### config.mk
export PLATFORM = sky130hd
export DESIGN_NAME = ram_arbiter
export DESIGN_NICKNAME = d
export VERILOG_FILES = /design/src/rtl/ram_arbiter.sv
export SDC_FILE = /design/constraint.sdc
export NUM_CORES = 1
export LEC_CHECK = 0
export BUFFER_PORTS_ARGS = -buffer_cell sky130_fd_sc_hd__buf_2
export CAP_MARGIN = 5
export CORE_AREA = 5 5 42 44
export CTS_CLUSTER_DIAMETER = 100
export CTS_CLUSTER_SIZE = 14
export DETAILED_ROUTE_END_ITERATION = 6
export DIE_AREA = 0 0 47 49
export GPL_TIMING_DRIVEN = 0
export HOLD_SLACK_MARGIN = 0.15
export PLACE_DENSITY = 0.68
export SLEW_MARGIN = 0
export SYNTH_ARGS = -nofsm -noshare
export SYNTH_HDL_FRONTEND = slang
export SYNTH_SLANG_ARGS = --single-unit
export TNS_END_PERCENT = 5
### constraint.sdc
create_clock -name clk -period 3.1 [get_ports clk]
set_input_delay 0.465 -clock clk [delete_from_list [all_inputs] [get_ports clk]]
set_output_delay 0.465 -clock clk [all_outputs]
set_load 0.02 [all_outputs]
### src/rtl/ram_arbiter.sv
// ram_arbiter
// Two-requester round-robin front end for one single-port synchronous RAM.
// At most one request is granted per cycle. The granted requester drives the
// RAM directly. A granted read returns ram_q one cycle later with a
// per-requester valid pulse.
//
// Ports:
//   clk, rst_n              clock, synchronous active-low reset
//   req0/1, we0/1           request and write-enable per requester
//   addr0/1, wdata0/1       access address and write data per requester
//   gnt0/1                  combinational grant
//   rvld0/1                 registered read-data-valid per requester
//   rdata                   shared read data (pass-through of ram_q)
//   ram_data/addr/we        drive to the RAM
//   ram_q                   read data from the RAM
module ram_arbiter #(
   parameter int DATA_WIDTH = 3,
   parameter int ADDR_WIDTH = 3
) (
   input  logic                  clk,
   input  logic                  rst_n,
   input  logic                  req0,
   input  logic                  req1,
   input  logic                  we0,
   input  logic                  we1,
   input  logic [ADDR_WIDTH-1:0] addr0,
   input  logic [ADDR_WIDTH-1:0] addr1,
   input  logic [DATA_WIDTH-1:0] wdata0,
   input  logic [DATA_WIDTH-1:0] wdata1,
   output logic                  gnt0,
   output logic                  gnt1,
   output logic                  rvld0,
   output logic                  rvld1,
   output logic [DATA_WIDTH-1:0] rdata,
   output logic [DATA_WIDTH-1:0] ram_data,
   output logic [ADDR_WIDTH-1:0] ram_addr,
   output logic                  ram_we,
   input  logic [DATA_WIDTH-1:0] ram_q
);

   logic                  r_last;
   logic [1:0]            r_rd_pend;
   logic [ADDR_WIDTH-1:0] r_addr;

   logic                  w_gnt0;
   logic                  w_gnt1;

   // On a tie the requester that was not granted last wins. r_last resets to
   // 1 so requester 0 takes the first tie.
   assign w_gnt0 = rst_n & req0 & (~req1 | r_last);
   assign w_gnt1 = rst_n & req1 & (~req0 | ~r_last);

   assign gnt0 = w_gnt0;
   assign gnt1 = w_gnt1;

   always_comb begin
      ram_we   = 1'b0;
      ram_data = '0;
      ram_addr = rst_n ? r_addr : '0;
      if (w_gnt0) begin
         ram_we   = we0;
         ram_data = wdata0;
         ram_addr = addr0;
      end else if (w_gnt1) begin
         ram_we   = we1;
         ram_data = wdata1;
         ram_addr = addr1;
      end
   end

   // r_addr keeps the last granted address on the RAM during idle cycles so
   // ram_q does not move.
   always_ff @(posedge clk) begin
      if (!rst_n) begin
         r_last    <= 1'b1;
         r_rd_pend <= 2'b00;
         r_addr    <= '0;
      end else if (w_gnt0) begin
         r_last    <= 1'b0;
         r_rd_pend <= we0 ? 2'b00 : 2'b01;
         r_addr    <= addr0;
      end else if (w_gnt1) begin
         r_last    <= 1'b1;
         r_rd_pend <= we1 ? 2'b00 : 2'b10;
         r_addr    <= addr1;
      end else begin
         r_rd_pend <= 2'b00;
      end
   end

   assign rvld0 = r_rd_pend[0];
   assign rvld1 = r_rd_pend[1];
   assign rdata = ram_q;

endmodule

==> flow_summary.json, run 1 <==
{
  "track_usage_pct": 9.89,
  "num_io_pins": 35,
  "drv_cap": 0,
  "period_share_pct": 64.9,
  "drtIter0Drc": 5,
  "ys_warn_count": 0,
  "placed_area_sq_um": 517,
  "synth_cells": 35,
  "synth_ff_type": "dfxtp_1",
  "root_buffer": "clkbuf_4",
  "syn_area_sq_um": 342,
  "yosys.area_share.xor_xnor_pct": 0,
  "dp_hpwl_um": 854,
  "drive_gt1_share_pct": 58.0,
  "synth_top_family_by_area": "compound AO/OA/AOI/OAI gates",
  "wl_per_cell_um": 11.9,
  "p_leak_nw": 0.295,
  "worstSetupPathType": "reg2out",
  "nNetsFinal": 92,
  "hold_buffers": 0,
  "antenna_found_initial": 0,
  "cts_tree": "built",
  "yosysSeqAreaShare_pct": 35.2,
  "grt_pass1_wl_um": 1680,
  "cp_data_arrival_time_ns": 1.55,
  "max_freq_ghz": 0.497,
  "synthAdderAreaFrac_pct": 0,
  "yosysTopAreaCell": "dfxtp_1",
  "critPathCaptureType": "output pin",
  "num_vias": 406,
  "overflow": 0,
  "dieArea_sq_um": 2300,
  "worst_slew_pin_slew_ns": 0.360,
  "vdd_drop_max_mv": 0.198,
  "gp_congestion": 0.708,
  "slew_violations": 0,
  "start_util_pct": 24.4,
  "muxShareOfSynthArea_pct": 0,
  "grt_max_degree": 11,
  "synthTopCellsByCount": "a221o_1 (6), dfxtp_1 (6)",
  "tns_ns": 0,
  "core_sq_um": 1400,
  "antenna_left": 0,
  "drc_errors": 0,
  "cp-start-kind": "flip-flop",
  "synth_edf_count": 0,
  "cts_buffers": 3,
  "relSlewSlack_pct": 75.9,
  "reg2reg_slack_ns": 1.82,
  "synthSimpleGateAreaFrac_pct": 26.0,
  "cts_max_level": 1,
  "avgSynthCellArea_sq_um": 9.76,
  "power_density_nw_per_um2": 406,
  "min_path_type": "in2reg",
  "design_area_sq_um": 539,
  "worstSkewPairLatency_ns": 0.24,
  "fp.dieH_um": 49,
  "area_delta_synth_final_pct": 57.9,
  "vias_per_cell": 4.78,
  "worstPathMaxFanout": 10,
  "grt_setup_unrepaired": "no",
  "cts_setup_buffers": 0,
  "synthTopCellsByArea": "dfxtp_1 (35%), a221o_1 (18%), a22o_1 (7.7%)",
  "finClkSkew_ns": 0.00741,
  "wl_um": 1010,
  "grt_pass1_vias": 420,
  "setup_viol": 0,
  "async_flop_share_pct": 0,
  "synth_cell_type_count": 16,
  "portBuffers": 31,
  "outcome": "completed",
  "synth_compound_area_share_pct": 27.5,
  "rows": 14,
  "n_antenna_cell": 0,
  "required_ns": 2.63,
  "yosysTopAreaCellShare_pct": 35.2,
  "synth_nets": 56,
  "cts.clk_slew.worst_paths_ns": 0.05,
  "ys_ff_latch": 6,
  "min_period_ns": 2.01,
  "hold_violations": 0,
  "clkSinkCount": 6,
  "cts_resized": 0,
  "dieWidth_um": 47,
  "clockBufferDepth": 2,
  "first_pass_iters": 4
}
-- critical path, cell delays in order, from the launching register on --
cell,delay [ns]
dfxtp_1,0.31
nand2b_1,0.17
and3_4,0.20
buf_6,0.13
a221o_1,0.33
buf_2,0.16
-- kinds of logic (layout without fill, tap and decap cells) --
group,count (synthesis),in the layout
AND/OR/NAND/NOR,14,14
flip-flops,6,6
buffers and inverters,5,39
AO/OA/AOI/OAI,10,10
-- registers in the layout, summed over array words and instances, names as in the netlist --
register   cells
r_rd_pend      2
r_last         1
r_addr         3
-- power breakdown --
| part | internal [W] | switching, W | total (W) |
|---|---|---|---|
| clock | 0.0000437 | 0.0000269 | 0.0000706 |
| combinational | 0.0000308 | 0.0000335 | 0.0000643 |
| sequential | 0.0000827 | 0.00000134 | 0.0000840 |
| total | 0.000157 | 0.0000618 | 0.000219 |
-- layer usage --
metal | global-route usage [%] | vias to the layer above | share of wire, %
li1 | - | 200 | -
met1 | 9.56 | 189 | 36
met2 | 17.2 | 15 | 53
met3 | 4.43 | 2 | 8.6
met4 | 4.15 | 0 | 1.8
met5 | 0 | - | 0
-- stage by stage --
stage | std cells | utilization [%] | hold WS, ns | worst slack, ns | total power (W)
after floorplan | 35 | - | 0.523 | 1.35 | 0.000124
after global placement | 82 | 36.9 | 0.545 | 1.15 | 0.000149
after detailed placement | 82 | 36.9 | 0.559 | 1.15 | 0.000150
after CTS | 85 | 38.5 | 0.391 | 1.07 | 0.000222
after global routing | 85 | 38.5 | 0.403 | 1.02 | 0.000232
final | 85 | 38.5 | 0.397 | 1.09 | 0.000219
-- area by class of cell --
| type | instances | area [sq um] |
|---|---|---|
| Buffer | 5 | 38.8 |
| Clock buffer | 3 | 22.5 |
| Timing Repair Buffer | 31 | 155 |
| Multi-Input combinational cell | 24 | 183 |
| Sequential cell | 6 | 120 |
| Tap cell | 16 | 20.0 |
| Fill cell | 158 | 862 |
-- layout by cell type, fill, tap and decap left out --
cell,Yosys,routed
a21boi_0,1,1
a221o_1,6,6
a22o_1,3,3
and2_1,3,3
and3_1,1,1
and3_4,1,1
buf_2,1,32
buf_4,3,3
buf_6,1,1
clkbuf_4,0,3
dfxtp_1,6,6
nand2_1,1,1
nand2b_1,1,1
nand3_1,3,3
nor2b_1,2,2
nor3b_1,1,1
or2b_1,1,1
-- worst paths after layout --
kind,endpoint,depth (start not counted),start
max reg2reg,r_addr[1]$_SDFFE_PN0P_,4,r_last$_SDFFE_PN1P_
max,ram_addr[1],5,r_last$_SDFFE_PN1P_
min,r_rd_pend[0]$_SDFF_PN0_,2,we0
min reg2reg,r_addr[2]$_SDFFE_PN0P_,2,r_addr[2]$_SDFFE_PN0P_
No activity file was read; power rests on OpenSTA's default activity.
==> inputs of run 2 (changes only) <==
--- a/config.mk
+++ b/config.mk
@@ -14,7 +14,7 @@
 export DIE_AREA = 0 0 47 49
 export GPL_TIMING_DRIVEN = 0
 export HOLD_SLACK_MARGIN = 0.15
-export PLACE_DENSITY = 0.68
+export PLACE_DENSITY = 0.71
 export SLEW_MARGIN = 0
 export SYNTH_ARGS = -nofsm -noshare
 export SYNTH_HDL_FRONTEND = slang
==> constraint.sdc (replaced) <==
create_clock -name clk -period 1.7 [get_ports clk]
set_input_delay 0.255 -clock clk [delete_from_list [all_inputs] [get_ports clk]]
set_output_delay 0.255 -clock clk [all_outputs]
set_load 0.02 [all_outputs]
==> flow_summary.json, run 2 (same netlist as run 1, synthesis figures left out) <==
{
  "clkSinkCount": 6,
  "area_delta_synth_final_pct": 62.6,
  "antenna_found_initial": 0,
  "track_usage_pct": 9.46,
  "largest_reg_flops": 3,
  "tns_ns": 0,
  "largest-register": "r_addr",
  "grt_setup_unrepaired": "no",
  "hold_violations": 0,
  "cts_setup_buffers": 0,
  "critPathCaptureType": "output pin",
  "drv_cap": 0,
  "wl_per_cell_um": 12.6,
  "period_share_pct": 97.6,
  "reg_top3": "r_addr x3, r_rd_pend x2, r_last x1",
  "crit_chain": "nand2b_4, and3_4, a221o_1, buf_6",
  "num_vias": 393,
  "p_leak_nw": 0.294,
  "antenna_left": 0,
  "max_freq_ghz": 0.603,
  "cts.clk_slew.worst_paths_ns": 0.05,
  "drtIter0Drc": 4,
  "fp.dieH_um": 49,
  "root_buffer": "clkbuf_4",
  "n_antenna_cell": 0,
  "min_period_ns": 1.66,
  "dieArea_sq_um": 2300,
  "crit_slowest_cell": "a221o_1",
  "worstPathMaxFanout": 11,
  "worstSetupPathType": "reg2out",
  "cp-start-kind": "flip-flop",
  "grt_pass1_wl_um": 1610,
  "slew_violations": 0,
  "cpPeakStageDelay_ns": 0.34,
  "placed_area_sq_um": 517,
  "rows": 14,
  "worst_slew_pin_slew_ns": 0.380,
  "setup_viol": 0,
  "first_pass_iters": 4,
  "vdd_drop_max_mv": 0.426,
  "power_density_nw_per_um2": 739,
  "place_inst": 82,
  "nNetsFinal": 90,
  "clockBufferDepth": 2,
  "cts_buffers": 3,
  "final_cells": 83,
  "grt_pass1_vias": 380,
  "required_ns": 1.44,
  "dp_slack_ns": 0.147,
  "start_util_pct": 24.4,
  "min_path_type": "in2reg",
  "worstSkewPairLatency_ns": 0.25,
  "vias_per_cell": 4.73,
  "dp_hpwl_um": 848,
  "drc_errors": 0,
  "cts_tree": "built",
  "core_sq_um": 1400,
  "outcome": "completed",
  "grt_max_degree": 12,
  "wl_um": 1050,
  "relSlewSlack_pct": 74.6,
  "portBuffers": 31,
  "final_common_cell": "buf_2",
  "cts_max_level": 1,
  "drive_gt1_share_pct": 61.2,
  "num_io_pins": 35,
  "overflow": 0,
  "mostFrequentLayoutCells": "buf_2 (28), a221o_1 (6), dfxtp_1 (5)",
  "finClkSkew_ns": 0.00925,
  "dieWidth_um": 47,
  "design_area_sq_um": 556,
  "cp_data_arrival_time_ns": 1.40,
  "gp_congestion": 0.714,
  "setup_ws_ns": 0.0407
}
run 2: cell count changes in the layout (fill, tap and decap cells not counted):
| cell | before | now |
|---|---|---|
| nand2b_4 | 0 | 1 |
| buf_6 | 1 | 3 |
| buf_2 | 32 | 28 |
| nand2b_1 | 1 | 0 |
| and3_4 | 1 | 2 |
| and3_1 | 1 | 0 |
| dfxtp_2 | 0 | 1 |
| dfxtp_1 | 6 | 5 |
run 2: critical path: cells and delay by family, from the launching register on:
kind	cells	cell delay [ns]
simple gates	2	0.36
flops	1	0.32
compound gates	1	0.34
buf+inv	1	0.14
run 2: routing by layer:
| layer | vias to the layer above | part of all wire, % | track usage (%) |
|---|---|---|---|
| li1 | 196 | - | - |
| met1 | 184 | 39 | 9.98 |
| met3 | 0 | 7.3 | 3.69 |
| met4 | 0 | 0 | 4.15 |
| met2 | 13 | 54 | 15.8 |
| met5 | - | 0 | 0 |
run 2: repair_timing:
item                                    CTS  global route
endpoints found under the setup margin    3             6
hold buffers                              0             0
gates resized for setup                   8             2
pin swaps                                 3             0
gates cloned                              0             0
run 2: power breakdown:
part | total, W | switching, W | internal, W
Sequential | 0.000154 | 0.00000274 | 0.000151
Combinational | 0.000126 | 0.0000632 | 0.0000624
Clock | 0.000131 | 0.0000515 | 0.0000799
Total | 0.000411 | 0.000117 | 0.000293
run 2: path summary, 6_finish.rpt:
path	startpoint	slack, ns	cells after the start	to
max	r_last$_SDFFE_PN1P_	0.04	4	ram_addr[2]
min	we0	0.18	2	r_rd_pend[0]$_SDFF_PN0_
max reg2reg	r_last$_SDFFE_PN1P_	0.54	3	r_addr[1]$_SDFFE_PN0P_
min reg2reg	r_addr[0]$_SDFFE_PN0P_	0.56	2	r_addr[0]$_SDFFE_PN0P_
run 2: final cells by class:
type	count	area (sq um)
Tap cell	16	20.0
Timing Repair Buffer	31	174
Sequential cell	6	121
Clock buffer	3	22.5
Buffer	3	22.5
Fill cell	164	846
Multi-Input combinational cell	24	195
run 2: through the flow:
stage	hold slack, ns	total power, W	util [%]
floorplan	0.327	0.000226	-
global placement	0.434	0.000272	36.9
detailed placement	0.431	0.000274	36.9
CTS	0.174	0.000414	39.3
global route	0.189	0.000427	39.6
finish	0.185	0.000411	39.6
==> inputs of run 3 (changes only) <==
--- a/config.mk
+++ b/config.mk
@@ -15,6 +15,7 @@
 export GPL_TIMING_DRIVEN = 0
 export HOLD_SLACK_MARGIN = 0.15
 export PLACE_DENSITY = 0.71
+export SETUP_SLACK_MARGIN = 0.2
 export SLEW_MARGIN = 0
 export SYNTH_ARGS = -nofsm -noshare
 export SYNTH_HDL_FRONTEND = slang
==> flow_summary.json, run 3 (same netlist as run 1, synthesis figures left out) <==
{
  "min_from": "we0",
  "max_freq_ghz": 0.587,
  "reg2reg_depth": 4,
  "num_vias": 411,
  "clockBufferDepth": 2,
  "failed_checks": "setup timing",
  "busiest_layer": "met2",
  "dp_hpwl_um": 848,
  "overflow": 0,
  "dieWidth_um": 47,
  "cts.clk_slew.worst_paths_ns": 0.05,
  "cts_buffers": 3,
  "worstPathMaxFanout": 5,
  "grt_pass1_vias": 420,
  "whs_endpoint": "r_rd_pend[0]$_SDFF_PN0_",
  "outcome": "finished, violations left",
  "drc_errors": 0,
  "nNetsFinal": 94,
  "met1_usage_pct": 9.31,
  "rr_endpoint": "r_addr[1]$_SDFFE_PN0P_",
  "num_io_pins": 35,
  "track_usage_pct": 9.96,
  "root_buffer": "clkbuf_4",
  "grt_use_met3_pct": 4.43,
  "cts_max_level": 1,
  "fp.dieH_um": 49,
  "min_path_type": "in2reg",
  "sw_frac_of_total_pct": 28.2,
  "comb_power_share_pct": 33.2,
  "dieArea_sq_um": 2300,
  "cp-start-kind": "flip-flop",
  "p_clk_share_pct": 30.7,
  "vias_per_cell": 4.72,
  "required_ns": 1.44,
  "min_period_ns": 1.70,
  "power_density_nw_per_um2": 701,
  "gp_congestion": 0.714,
  "final_common_cell": "buf_2",
  "power_switching_w": 0.000120,
  "wl_per_cell_um": 12.7,
  "wl_um": 1110,
  "grt_setup_unrepaired": "yes",
  "worstSkewPairLatency_ns": 0.25,
  "vdd_drop_max_mv": 0.435,
  "grt_pass1_wl_um": 1670,
  "portBuffers": 31,
  "hold_slack_ns": 0.184,
  "grtUsageMet2_pct": 17.2,
  "period_share_pct": 100,
  "reg_top3": "r_addr x3, r_rd_pend x2, r_last x1",
  "min_path_cells": 2,
  "n_antenna_cell": 0,
  "cp_data_arrival_time_ns": 1.45,
  "area_delta_synth_final_pct": 78.0,
  "slew_violations": 0,
  "drtIter0Drc": 14,
  "pwr-share-seq_pct": 36.1,
  "first_pass_iters": 4,
  "cts_tree": "built",
  "antenna_left": 0,
  "hold_buffers": 0,
  "setup_viol": 1,
  "hold_violations": 0,
  "setup_ws_ns": -0.00245,
  "timing.rr.start": "r_last$_SDFFE_PN1P_",
  "worst_slew_pin_slew_ns": 0.353,
  "rows": 14,
  "p_int_w": 0.000306,
  "antenna_found_initial": 0,
  "core_sq_um": 1400,
  "largest_reg_flops": 3,
  "p_leak_nw": 0.319,
  "largest-register": "r_addr",
  "mostFrequentLayoutCells": "buf_2 (25), buf_6 (7), a221o_1 (6), buf_4 (6), dfxtp_1 (5)",
  "critPathCaptureType": "output pin",
  "total_power_w": 0.000426,
  "grt_max_degree": 11,
  "start_util_pct": 24.4,
  "worstSetupPathType": "reg2out",
  "reg2reg_slack_ns": 0.47,
  "finClkSkew_ns": 0.00828,
  "drive_gt1_share_pct": 63.4,
  "relSlewSlack_pct": 76.4,
  "clkSinkCount": 6,
  "drv_cap": 0
}
run 3: cell types whose count changed in the layout (fill, tap and decap cells not counted), sizes merged:
cell and delta:
buf +4
run 3: layer usage:
metal / up-vias / routed length (um)
met2: 17 / 623
met1: 188 / 381
met3: 0 / 102
li1: 206 / -
met5: - / 0
met4: 0 / 0
run 3: power groups by stage:
stage          combinational [W]  clock (W)  sequential [W]
4_1_cts                 0.000139   0.000135        0.000154
5_1_grt                 0.000151   0.000138        0.000155
2_1_floorplan          0.0000681          0        0.000157
6_report                0.000142   0.000131        0.000154
3_5_place_dp            0.000118          0        0.000156
3_3_place_gp            0.000117          0        0.000155
run 3: worst max-delay path by stage:
| stage | from | slack [ns] | end |
|---|---|---|---|
| 2_1_floorplan | r_last$_SDFFE_PN1P_ | 0.25 | ram_addr[0] |
| 3_3_place_gp | r_last$_SDFFE_PN1P_ | 0.17 | ram_addr[2] |
| 3_5_place_dp | r_last$_SDFFE_PN1P_ | 0.15 | ram_addr[2] |
| 4_1_cts | r_last$_SDFFE_PN1P_ | -0.005 | ram_addr[2] |
| 5_1_grt | r_last$_SDFFE_PN1P_ | -0.02 | ram_addr[2] |
| 6_report | r_last$_SDFFE_PN1P_ | -0.002 | ram_addr[2] |
run 3: what timing repair did:
item | in CTS | in global routing
endpoints found under the setup margin | 7 | 8
gates cloned | 1 | 0
gates resized for setup | 14 | 4
hold endpoints to repair | 0 | 0
setup buffers | 1 | 0
pin swaps | 5 | 2
run 3: stage by stage:
stage | cell area, sq um | util (%) | cells | setup WS [ns] | setup TNS (ns)
4_1_cts | 597 | 42.6 | 87 | -0.00479 | -0.00479
3_5_place_dp | 517 | 36.9 | 82 | 0.147 | 0
2_1_floorplan | 342 | - | 35 | 0.246 | 0
3_3_place_gp | 517 | 36.9 | 82 | 0.168 | 0
6_report | 608 | 43.4 | 87 | -0.00245 | -0.00245
5_1_grt | 608 | 43.4 | 87 | -0.0244 | -0.0582
run 3: critical path: stages (launching register included):
cell and delay [ns]:
dfxtp_2 0.32, nand2b_4 0.13, and3_4 0.15, buf_6 0.12, a221o_1 0.33, buf_6 0.14
run 3: final cells by class:
type                       instances  area, sq um
timing repair buffer              33          204
sequential                         6          121
fill                             155          793
buffer                             5         45.0
tap                               16         20.0
multi-input combinational         24          195
clock buffer                       3         22.5
